## config.mk

```make
export PLATFORM = sky130hd
export DESIGN_NAME = proc_core_param
export DESIGN_NICKNAME = d
export VERILOG_FILES = /design/src/rtl/proc_core_pkg.sv /design/src/rtl/proc_core_regfile.sv /design/src/rtl/proc_core_param.sv
export SDC_FILE = /design/constraint.sdc
export NUM_CORES = 1
export LEC_CHECK = 0
export CAP_MARGIN = 20
export CORE_MARGIN = 1.5
export CORE_UTILIZATION = 35
export DETAILED_ROUTE_END_ITERATION = 12
export GPL_ROUTABILITY_DRIVEN = 0
export PLACE_DENSITY = 0.49
export RECOVER_POWER = 25
export REMOVE_ABC_BUFFERS = 1
export SLEW_MARGIN = 25
export SYNTH_ARGS = -nofsm -noshare
export SYNTH_HDL_FRONTEND = slang
export SYNTH_SLANG_ARGS = --single-unit
export TNS_END_PERCENT = 30
```

## constraint.sdc

```tcl
create_clock -name CLK -period 7.78 [get_ports CLK]
set_input_delay 1.556 -clock CLK [delete_from_list [all_inputs] [get_ports CLK]]
set_output_delay 1.556 -clock CLK [all_outputs]
set_load 0.02 [all_outputs]
```

## src/rtl/proc_core_pkg.sv

```systemverilog
// Shared opcode, FSM state and field-width definitions for the parametrised accumulator core.
// Pure declarations: no latency or flow control of its own.
package proc_core_pkg;

  localparam int OPC_W = 4;

  typedef enum logic [OPC_W-1:0] {
    OP_NOP  = 4'h0,
    OP_LDI  = 4'h1,
    OP_LDR  = 4'h2,
    OP_STR  = 4'h3,
    OP_ADD  = 4'h4,
    OP_SUB  = 4'h5,
    OP_AND  = 4'h6,
    OP_OR   = 4'h7,
    OP_XOR  = 4'h8,
    OP_SHL  = 4'h9,
    OP_SHR  = 4'hA,
    OP_JMP  = 4'hB,
    OP_JZ   = 4'hC,
    OP_JC   = 4'hD,
    OP_JR   = 4'hE,
    OP_HALT = 4'hF
  } opcode_e;

  typedef enum logic [1:0] {
    ST_FETCH = 2'd0,
    ST_EXEC  = 2'd1,
    ST_HALT  = 2'd2
  } state_e;

endpackage

```

## src/rtl/proc_core_regfile.sv

```systemverilog
// NREG x DATA_W register file: one synchronous write port, one asynchronous read port.
// Write lands on the rising edge; read is combinational; no backpressure.
module proc_core_regfile
  import proc_core_pkg::*;
#(
  parameter int NREG   = 16,
  parameter int DATA_W = 8,
  parameter int AW     = $clog2(NREG)
) (
  input  logic              clk,
  input  logic              rst,
  input  logic              we,
  input  logic [AW-1:0]     waddr,
  input  logic [DATA_W-1:0] wdata,
  input  logic [AW-1:0]     raddr,
  output logic [DATA_W-1:0] rdata
);

  logic [DATA_W-1:0] regs [NREG];

  always_ff @(posedge clk or posedge rst) begin
    if (rst) begin
      for (int i = 0; i < NREG; i++) begin
        regs[i] <= '0;
      end
    end else if (we) begin
      regs[waddr] <= wdata;
    end
  end

  assign rdata = regs[raddr];

endmodule

```

## src/rtl/proc_core_param.sv

```systemverilog
// Parametrised accumulator + register-file core; PROC_CORE_TRACE_EN adds RETIRE/RETIRE_PC trace ports.
// FETCH -> EXEC, two cycles minimum per instruction; FETCH holds PC and INST_REQ until INST_VALID.
module proc_core_param
  import proc_core_pkg::*;
#(
  parameter int DATA_W = 8,
  parameter int PC_W   = 8,
  parameter int NREG   = 16,
  parameter int INST_W = 8
) (
  input  logic              CLK,
  input  logic              CLB,
  output logic              INST_REQ,
  output logic [PC_W-1:0]   PC,
  input  logic              INST_VALID,
  input  logic [INST_W-1:0] INST,
  output logic [DATA_W-1:0] ACC,
  output logic              HALTED
`ifdef PROC_CORE_TRACE_EN
  ,
  output logic              RETIRE,
  output logic [PC_W-1:0]   RETIRE_PC
`endif
);

  localparam int OPND_W = INST_W - OPC_W;
  localparam int RA_W   = $clog2(NREG);

  state_e            state_q, state_d;
  logic [PC_W-1:0]   pc_q, pc_d;
  logic [INST_W-1:0] ir_q, ir_d;
  logic [DATA_W-1:0] acc_q, acc_d;
  logic              z_q, z_d;
  logic              c_q, c_d;

  opcode_e           op;
  logic [OPND_W-1:0] opnd;
  logic [RA_W-1:0]   ra;
  logic [DATA_W-1:0] imm_d;
  logic [PC_W-1:0]   imm_pc;
  logic [DATA_W-1:0] rf_rdata;
  logic              rf_we;
  logic [DATA_W:0]   sum;
  logic [DATA_W:0]   diff;

  logic [DATA_W-1:0] alu_res;
  logic              alu_c;
  logic              alu_upd;

  assign op     = opcode_e'(ir_q[INST_W-1 -: OPC_W]);
  assign opnd   = ir_q[OPND_W-1:0];
  assign ra     = opnd[RA_W-1:0];
  assign imm_d  = DATA_W'(opnd);
  assign imm_pc = PC_W'(opnd);

  // Top bit of the widened result is the carry (ADD) or borrow (SUB) out of the MSB.
  assign sum  = {1'b0, acc_q} + {1'b0, rf_rdata};
  assign diff = {1'b0, acc_q} - {1'b0, rf_rdata};

  proc_core_regfile #(
    .NREG   (NREG),
    .DATA_W (DATA_W),
    .AW     (RA_W)
  ) u_rf (
    .clk   (CLK),
    .rst   (CLB),
    .we    (rf_we),
    .waddr (ra),
    .wdata (acc_q),
    .raddr (ra),
    .rdata (rf_rdata)
  );

  always_ff @(posedge CLK or posedge CLB) begin
    if (CLB) begin
      state_q <= ST_FETCH;
      pc_q    <= '0;
      ir_q    <= '0;
      acc_q   <= '0;
      z_q     <= 1'b0;
      c_q     <= 1'b0;
    end else begin
      state_q <= state_d;
      pc_q    <= pc_d;
      ir_q    <= ir_d;
      acc_q   <= acc_d;
      z_q     <= z_d;
      c_q     <= c_d;
    end
  end

  always_comb begin
    state_d  = state_q;
    pc_d     = pc_q;
    ir_d     = ir_q;
    acc_d    = acc_q;
    z_d      = z_q;
    c_d      = c_q;
    rf_we    = 1'b0;
    INST_REQ = 1'b0;
    HALTED   = 1'b0;
    alu_res  = acc_q;
    alu_c    = c_q;
    alu_upd  = 1'b0;

    case (state_q)
      ST_FETCH: begin
        INST_REQ = 1'b1;
        if (INST_VALID) begin
          ir_d    = INST;
          pc_d    = pc_q + PC_W'(1);
          state_d = ST_EXEC;
        end
      end

      ST_EXEC: begin
        state_d = ST_FETCH;
        case (op)
          OP_NOP: ;
          OP_LDI: begin
            acc_d = imm_d;
            z_d   = (imm_d == '0);
          end
          OP_LDR: begin
            acc_d = rf_rdata;
            z_d   = (rf_rdata == '0);
          end
          OP_STR: rf_we = 1'b1;
          OP_ADD: begin
            {alu_c, alu_res} = sum;
            alu_upd          = 1'b1;
          end
          OP_SUB: begin
            {alu_c, alu_res} = diff;
            alu_upd          = 1'b1;
          end
          OP_AND: begin
            alu_res = acc_q & rf_rdata;
            alu_c   = 1'b0;
            alu_upd = 1'b1;
          end
          OP_OR: begin
            alu_res = acc_q | rf_rdata;
            alu_c   = 1'b0;
            alu_upd = 1'b1;
          end
          OP_XOR: begin
            alu_res = acc_q ^ rf_rdata;
            alu_c   = 1'b0;
            alu_upd = 1'b1;
          end
          OP_SHL: begin
            alu_res = {acc_q[DATA_W-2:0], 1'b0};
            alu_c   = acc_q[DATA_W-1];
            alu_upd = 1'b1;
          end
          OP_SHR: begin
            alu_res = {1'b0, acc_q[DATA_W-1:1]};
            alu_c   = acc_q[0];
            alu_upd = 1'b1;
          end
          // Jumps replace the PC+1 taken at fetch; flags tested are the pre-EXEC values.
          OP_JMP: pc_d = imm_pc;
          OP_JZ:  if (z_q) pc_d = imm_pc;
          OP_JC:  if (c_q) pc_d = imm_pc;
          OP_JR:  pc_d = PC_W'(rf_rdata);
          OP_HALT: state_d = ST_HALT;
          default: ;
        endcase
        if (alu_upd) begin
          acc_d = alu_res;
          c_d   = alu_c;
          z_d   = (alu_res == '0);
        end
      end

      ST_HALT: HALTED = 1'b1;

      default: state_d = ST_FETCH;
    endcase
  end

  assign PC  = pc_q;
  assign ACC = acc_q;

`ifdef PROC_CORE_TRACE_EN
  logic [PC_W-1:0] ret_pc_q;

  always_ff @(posedge CLK or posedge CLB) begin
    if (CLB) begin
      ret_pc_q <= '0;
    end else if (state_q == ST_FETCH && INST_VALID) begin
      ret_pc_q <= pc_q;
    end
  end

  assign RETIRE    = (state_q == ST_EXEC);
  assign RETIRE_PC = ret_pc_q;
`endif

endmodule
```

; ---- Word-level counts from Yosys, hierarchy flattened
; Cells that the tools add are included.
[totals]
output_inout_bits = 18
rom_bits = 0
in_bits = 11
latchBits = 0
register_bits = 156
ram_bits = 0
word_cells = 95
mem_count = 0
[classes]
n_addsub = 3
bitwise_logic = 5
mux = 27
reduce_logical = 15
n_div = 0
multipliers = 0
magnitude_cmp = 2
n_eq_ne = 21
shifts = 0
[op_table]
columns = cell, count
row1 = bitwise mux 128 bit, 1
row2 = two-way mux 8 bit, 8
row3 = case mux 8 bit (7 select lines), 1
row4 = binary-select mux 8 bit (select 4 bit), 1
row5 = demux 8 bit (select 4 bit), 1
row6 = equality test 4 bit (second input constant), 8
row7 = case mux 8 bit (2 select lines), 2
row8 = case mux 8 bit (4 select lines), 1
row9 = zero test 8 bit, 3
row10 = equality test 4 x 3 -> 1 bit (second input constant), 4
row11 = adder 8 x 8 -> 9 bit, 1
row12 = subtractor 8 x 8 -> 9 bit, 1
row13 = adder 8 x 1 -> 8 bit (second input constant), 1
row14 = bitwise AND 8 bit, 1
row15 = equality test 4 x 2 -> 1 bit (second input constant), 2
row16 = OR 8 bit, 1
row17 = bitwise XOR 8 bit, 1
row18 = two-way mux 1 bit, 7
row19 = OR reduction 7 bit, 1
row20 = != test 3 bit (second input constant), 2
row21 = case mux 2 bit (3 select lines), 1
row22 = AND reduction 2 bit, 3
row23 = >= comparator 5 bit (second input constant), 1
row24 = < comparator 5 x 1 -> 1 bit (second input constant), 1
row25 = 18 further kinds, 19

; ---- Depth between registers and ports, before layout
[depth]
word_depth = 9
depth_mapped = 15
mapped_depth_nobuf = 12

; ---- By module
; A second synthesis with hierarchy kept.
[hier_totals]
hier_cells = 732
hier_area_um2 = 8826.0
[by_module_without_submodules]
columns = module, area_per_inst_um2, n_inst, cells_per_inst, seq_area_each_um2
row1 = proc_core_regfile, 5889.4, 1, 371, 3203.1
row2 = proc_core_param, 2936.6, 1, 361, 700.7

; ---- Least setup slack after synthesis
; OpenSTA, ideal clock, no wires.
[synth_timing]
path_type = register -> register
from = reg ir_q[0]
to = reg z_q
synth_period_minus_slack_ps = 3655
setup_ps = 103
path_slack_ps = 4125
path_stages_with_launch = 13
t_arrival_ps = 3552
required_ps = 7677
path_buffers = 1
cell_sequence = dfrtp_1 -> buf_6 -> mux4_1 -> a22o_1 -> a221oi_2 -> inv_1 -> fa_1 -> nand2b_1 -> a21oi_1 -> o21ai_0 -> a22o_1 -> or4_1 -> o41ai_2
[synth_via]
elab_chain_len = 9
word_cells_on_any_way = 16
classes_between = 2 x add/sub / 7 x mux / 4 x bitwise / 3 x reduce/logical
[synth_rtl]
columns = item, line_no
row1 = start: declaration, proc_core_param.sv:31  ; logic [INST_W-1:0] ir_q, ir_d;
row2 = start signal: assignment, proc_core_param.sv:85  ; ir_q <= ir_d;
row3 = inverter 4 -> 5 bit (not written as such), proc_core_regfile.sv:31  ; assign rdata = regs[raddr];
row4 = binary-select mux 8 bit (select 4 bit), proc_core_regfile.sv:31
row5 = two-way mux 8 bit (not written as such) (2 in series), proc_core_regfile.sv:31
row6 = subtractor 8 x 8 -> 9 bit (tied with other cells), proc_core_param.sv:58  ; assign diff = {1'b0, acc_q} - {1'b0, rf_rdata};
row7 = case mux 8 bit (7 select lines), proc_core_param.sv:118  ; case (op)
row8 = two-way mux 8 bit, proc_core_param.sv:106  ; case (state_q)
row9 = zero test 8 bit, proc_core_param.sv:173  ; z_d = (alu_res == '0);
row10 = two-way mux 1 bit (*), proc_core_param.sv:170  ; if (alu_upd) begin
row11 = end signal: assignment, proc_core_param.sv:87  ; z_q <= z_d;
row12 = end: declaration, proc_core_param.sv:33  ; logic z_q, z_d;
; Every way passes the cells marked *; elsewhere a longest branch is shown, timed or not. The select of a mux whose other input is x is not followed.
; A chain may end at the register's enable or synchronous reset.

; ---- Worst setup path in the final report
; Same ends and word-level chain as after synthesis.

==> results.json <==
{
  "outcome": "complete, no violations",
  "design.core.area_sq_mm": 0.02439,
  "placed_cells": 1114,
  "fmax_mhz": 211.0,
  "r2r_slack_ns": 3.04,
  "grt_max_degree": 114,
  "insertedDiodeCount": 0,
  "vias_per_cell": 5.626,
  "design_area_sq_mm": 0.009812,
  "hp-class": "flop to flop",
  "fp.dieH_microns": 161.0,
  "synth_edf_count": 0,
  "critPathMaxFanout": 21,
  "die_x_microns": 161.0,
  "fill_cells": 2371,
  "first_pass_iters": 6,
  "cts_buffers": 17,
  "setup_violations": 0,
  "dpl.hpwl_microns": 16650,
  "dpl_cell_area_sq_mm": 0.009191,
  "nets": 850,
  "async_flop_share": 1.000,
  "grt_pass1_vias": 6630,
  "synth_cell_types": 75,
  "wl_per_cell_microns": 21.81,
  "ioPinCount": 29,
  "postLayoutCoreUtil": 0.4023,
  "cp-startpoint": "ir_q[0]$_DFFE_PP0P_",
  "hold_path_depth": 2,
  "post-route-min-period_ns": 4.739,
  "cts_resized": 0,
  "grt.total_usage": 0.2006,
  "slew_headroom": 0.3501,
  "cts_sinks": 156,
  "setup.worst_path.end_class": "flop",
  "final_max_slew_viol_count": 0,
  "p_comb_frac": 0.339,
  "power_mw": 3.018,
  "r2r_end": "z_q$_DFFE_PP0P_",
  "yosysWarningCount": 0,
  "wl_microns": 24990,
  "powerDensity_mw_per_mm2": 307.6,
  "hold_start": "u_rf.regs[53]$_DFFE_PP0P_",
  "clk_pin_slew_worst_paths_ns": 0.08,
  "worst_slack_ns": 3.041,
  "rsz0062_at_grt": "false",
  "final_cells": 1146,
  "worstPathArrival_ns": 5.06,
  "seq_area_frac_synth": 0.4470,
  "clock_power_share": 0.288,
  "reg2reg_depth": 11,
  "io_buffers": 28,
  "drv_cap": 0,
  "min_to": "u_rf.regs[53]$_DFFE_PP0P_",
  "crit_type": "flop to flop",
  "p_seq_frac": 0.373,
  "clock-root-buffer": "clkbuf_16",
  "synthToLayoutAreaGrowth_pct": 12.35,
  "start_util": 0.3581,
  "syn_inst": 816,
  "leakagePower_nw": 4.353,
  "place_ws_ns": 3.127,
  "drive_above_1_share": 0.1849,
  "synth-seq-cells": 156,
  "grt_overflow": 0,
  "ant_nets": 0,
  "tritoncts": "built",
  "whs_ns": 0.4743,
  "crit_path_start_kind": "flop",
  "syn_avg_cell_area_sq_um": 10.70,
  "grt_pass1_wl_microns": 39350,
  "p_int_mw": 1.789,
  "p_sw_mw": 1.229,
  "cts_hold_buf": 0,
  "post_cts.repair.setup_buffers": 0,
  "antenna_found_initial": 0,
  "peakVddDrop_uv": 147.0,
  "skew_ns": 0.01695,
  "tns_ns": 0,
  "period_share": 0.6091,
  "clk_path_buf_depth": 2,
  "swShare": 0.4073,
  "cp.required_ns": 8.10,
  "hold_viol": 0,
  "die_area_sq_mm": 0.02591,
  "syn-cell-area_sq_mm": 0.008733,
  "synth-main-ff-cell": "dfrtp_1",
  "htreeDepth": 4,
  "clock_latency_ns": 0.43,
  "rows": 57,
  "via_count": 6447,
  "rr_startpoint": "ir_q[0]$_DFFE_PP0P_",
  "worst_pin_slew_ns": 0.9617,
  "drc": 0,
  "drtIter0Drc": 515
}
[sequential cells by signal, summed over array words and instances, names as in the netlist]
register and cells:
u_rf.regs 128, ACC 8, PC 8, ir_q 8, state_q 2, c_q 1, z_q 1
[power groups by stage]
stage | clock (mW) | combinational, mW | sequential, mW
6_report | 0.868 | 1.02 | 1.13
5_1_grt | 0.923 | 1.11 | 1.15
4_1_cts | 0.887 | 1.02 | 1.13
3_5_place_dp | 0 | 1.01 | 1.14
3_3_place_gp | 0 | 1.01 | 1.14
2_1_floorplan | 0 | 0.589 | 1.13
[metal layers]
layer,up-vias,track usage,part of all wire
met5,-,0,0
met4,0,0.08291,0.031
met3,51,0.03616,0.050
met2,208,0.3160,0.46
met1,3251,0.2726,0.46
li1,2937,-,-
[synth_stat cells, drive strengths merged (6+ instances only)]
cell    count  share of area
dfrtp     156           0.45
nand2     117          0.050
o21ai     100          0.057
mux2       62          0.080
clkbuf     37          0.016
a21oi      33          0.019
mux4       32          0.086
nor2       30          0.013
ha         28          0.040
buf        24          0.017
inv        24          0.010
nor2b      11         0.0079
mux2i       9          0.010
a22oi       8         0.0080
nand2b      8         0.0057
a21o        7         0.0060
a31oi       7         0.0050
and2        7         0.0050
nor3        7         0.0046
o211ai      7         0.0060
a211oi      6         0.0052
a221oi      6         0.0095
a22o        6         0.0060
[area by class of cell]
cell class	count	area [sq um]	share of cell area
Clock buffer	17	425.4	0.04336
Clock inverter	15	192.7	0.01964
Inverter	26	105.1	0.01071
Multi-Input combinational cell	573	4444	0.4529
Sequential cell	156	3906	0.3981
Tap cell	324	405.4	0.04132
Timing Repair Buffer	35	332.8	0.03392
[worst max-delay path: stages (launching register included)]
cell	delay [ns]
dfrtp_2	0.76
buf_4	0.47
mux4_1	0.63
a22o_1	0.29
a221oi_2	0.51
ha_1	0.44
nor2b_1	0.19
o21ai_0	0.23
a211o_1	0.17
o2111ai_1	0.15
or4_1	0.56
o41ai_2	0.21
[cells by family after synthesis]
| kind of cell | share of synthesized area |
|---|---|
| buffers and inverters | 0.04441 |
| adder cells (fa/ha/maj) | 0.04470 |
| flip-flops | 0.4470 |
| AND/OR/NAND/NOR | 0.1284 |
| XOR/XNOR | 0.002006 |
| AO/OA/AOI/OAI | 0.1569 |
| multiplexers | 0.1766 |
[how the worst max path moves through the flow]
stage	cells past startpoint	slack, ns	to
5_1_grt	11	2.85	z_q$_DFFE_PP0P_
6_report	11	3.04	z_q$_DFFE_PP0P_
2_1_floorplan	1	2.02	ACC[0]$_DFFE_PP0P_
3_3_place_gp	12	3.25	z_q$_DFFE_PP0P_
4_1_cts	11	3.12	z_q$_DFFE_PP0P_
3_5_place_dp	11	3.13	z_q$_DFFE_PP0P_
[layout by cell type, fill, tap and decap left out, drive strengths merged, types with 9 or more instances in the layout]
cell / n
o21ai: 100
ha: 28
inv: 33
a21oi: 33
clkdlybuf4s50: 27
nor2: 30
dfrtp: 156
mux4: 32
mux2i: 9
mux2: 62
nor2b: 11
nand2: 117
clkbuf: 17
Power figures use the tool's default switching activity.
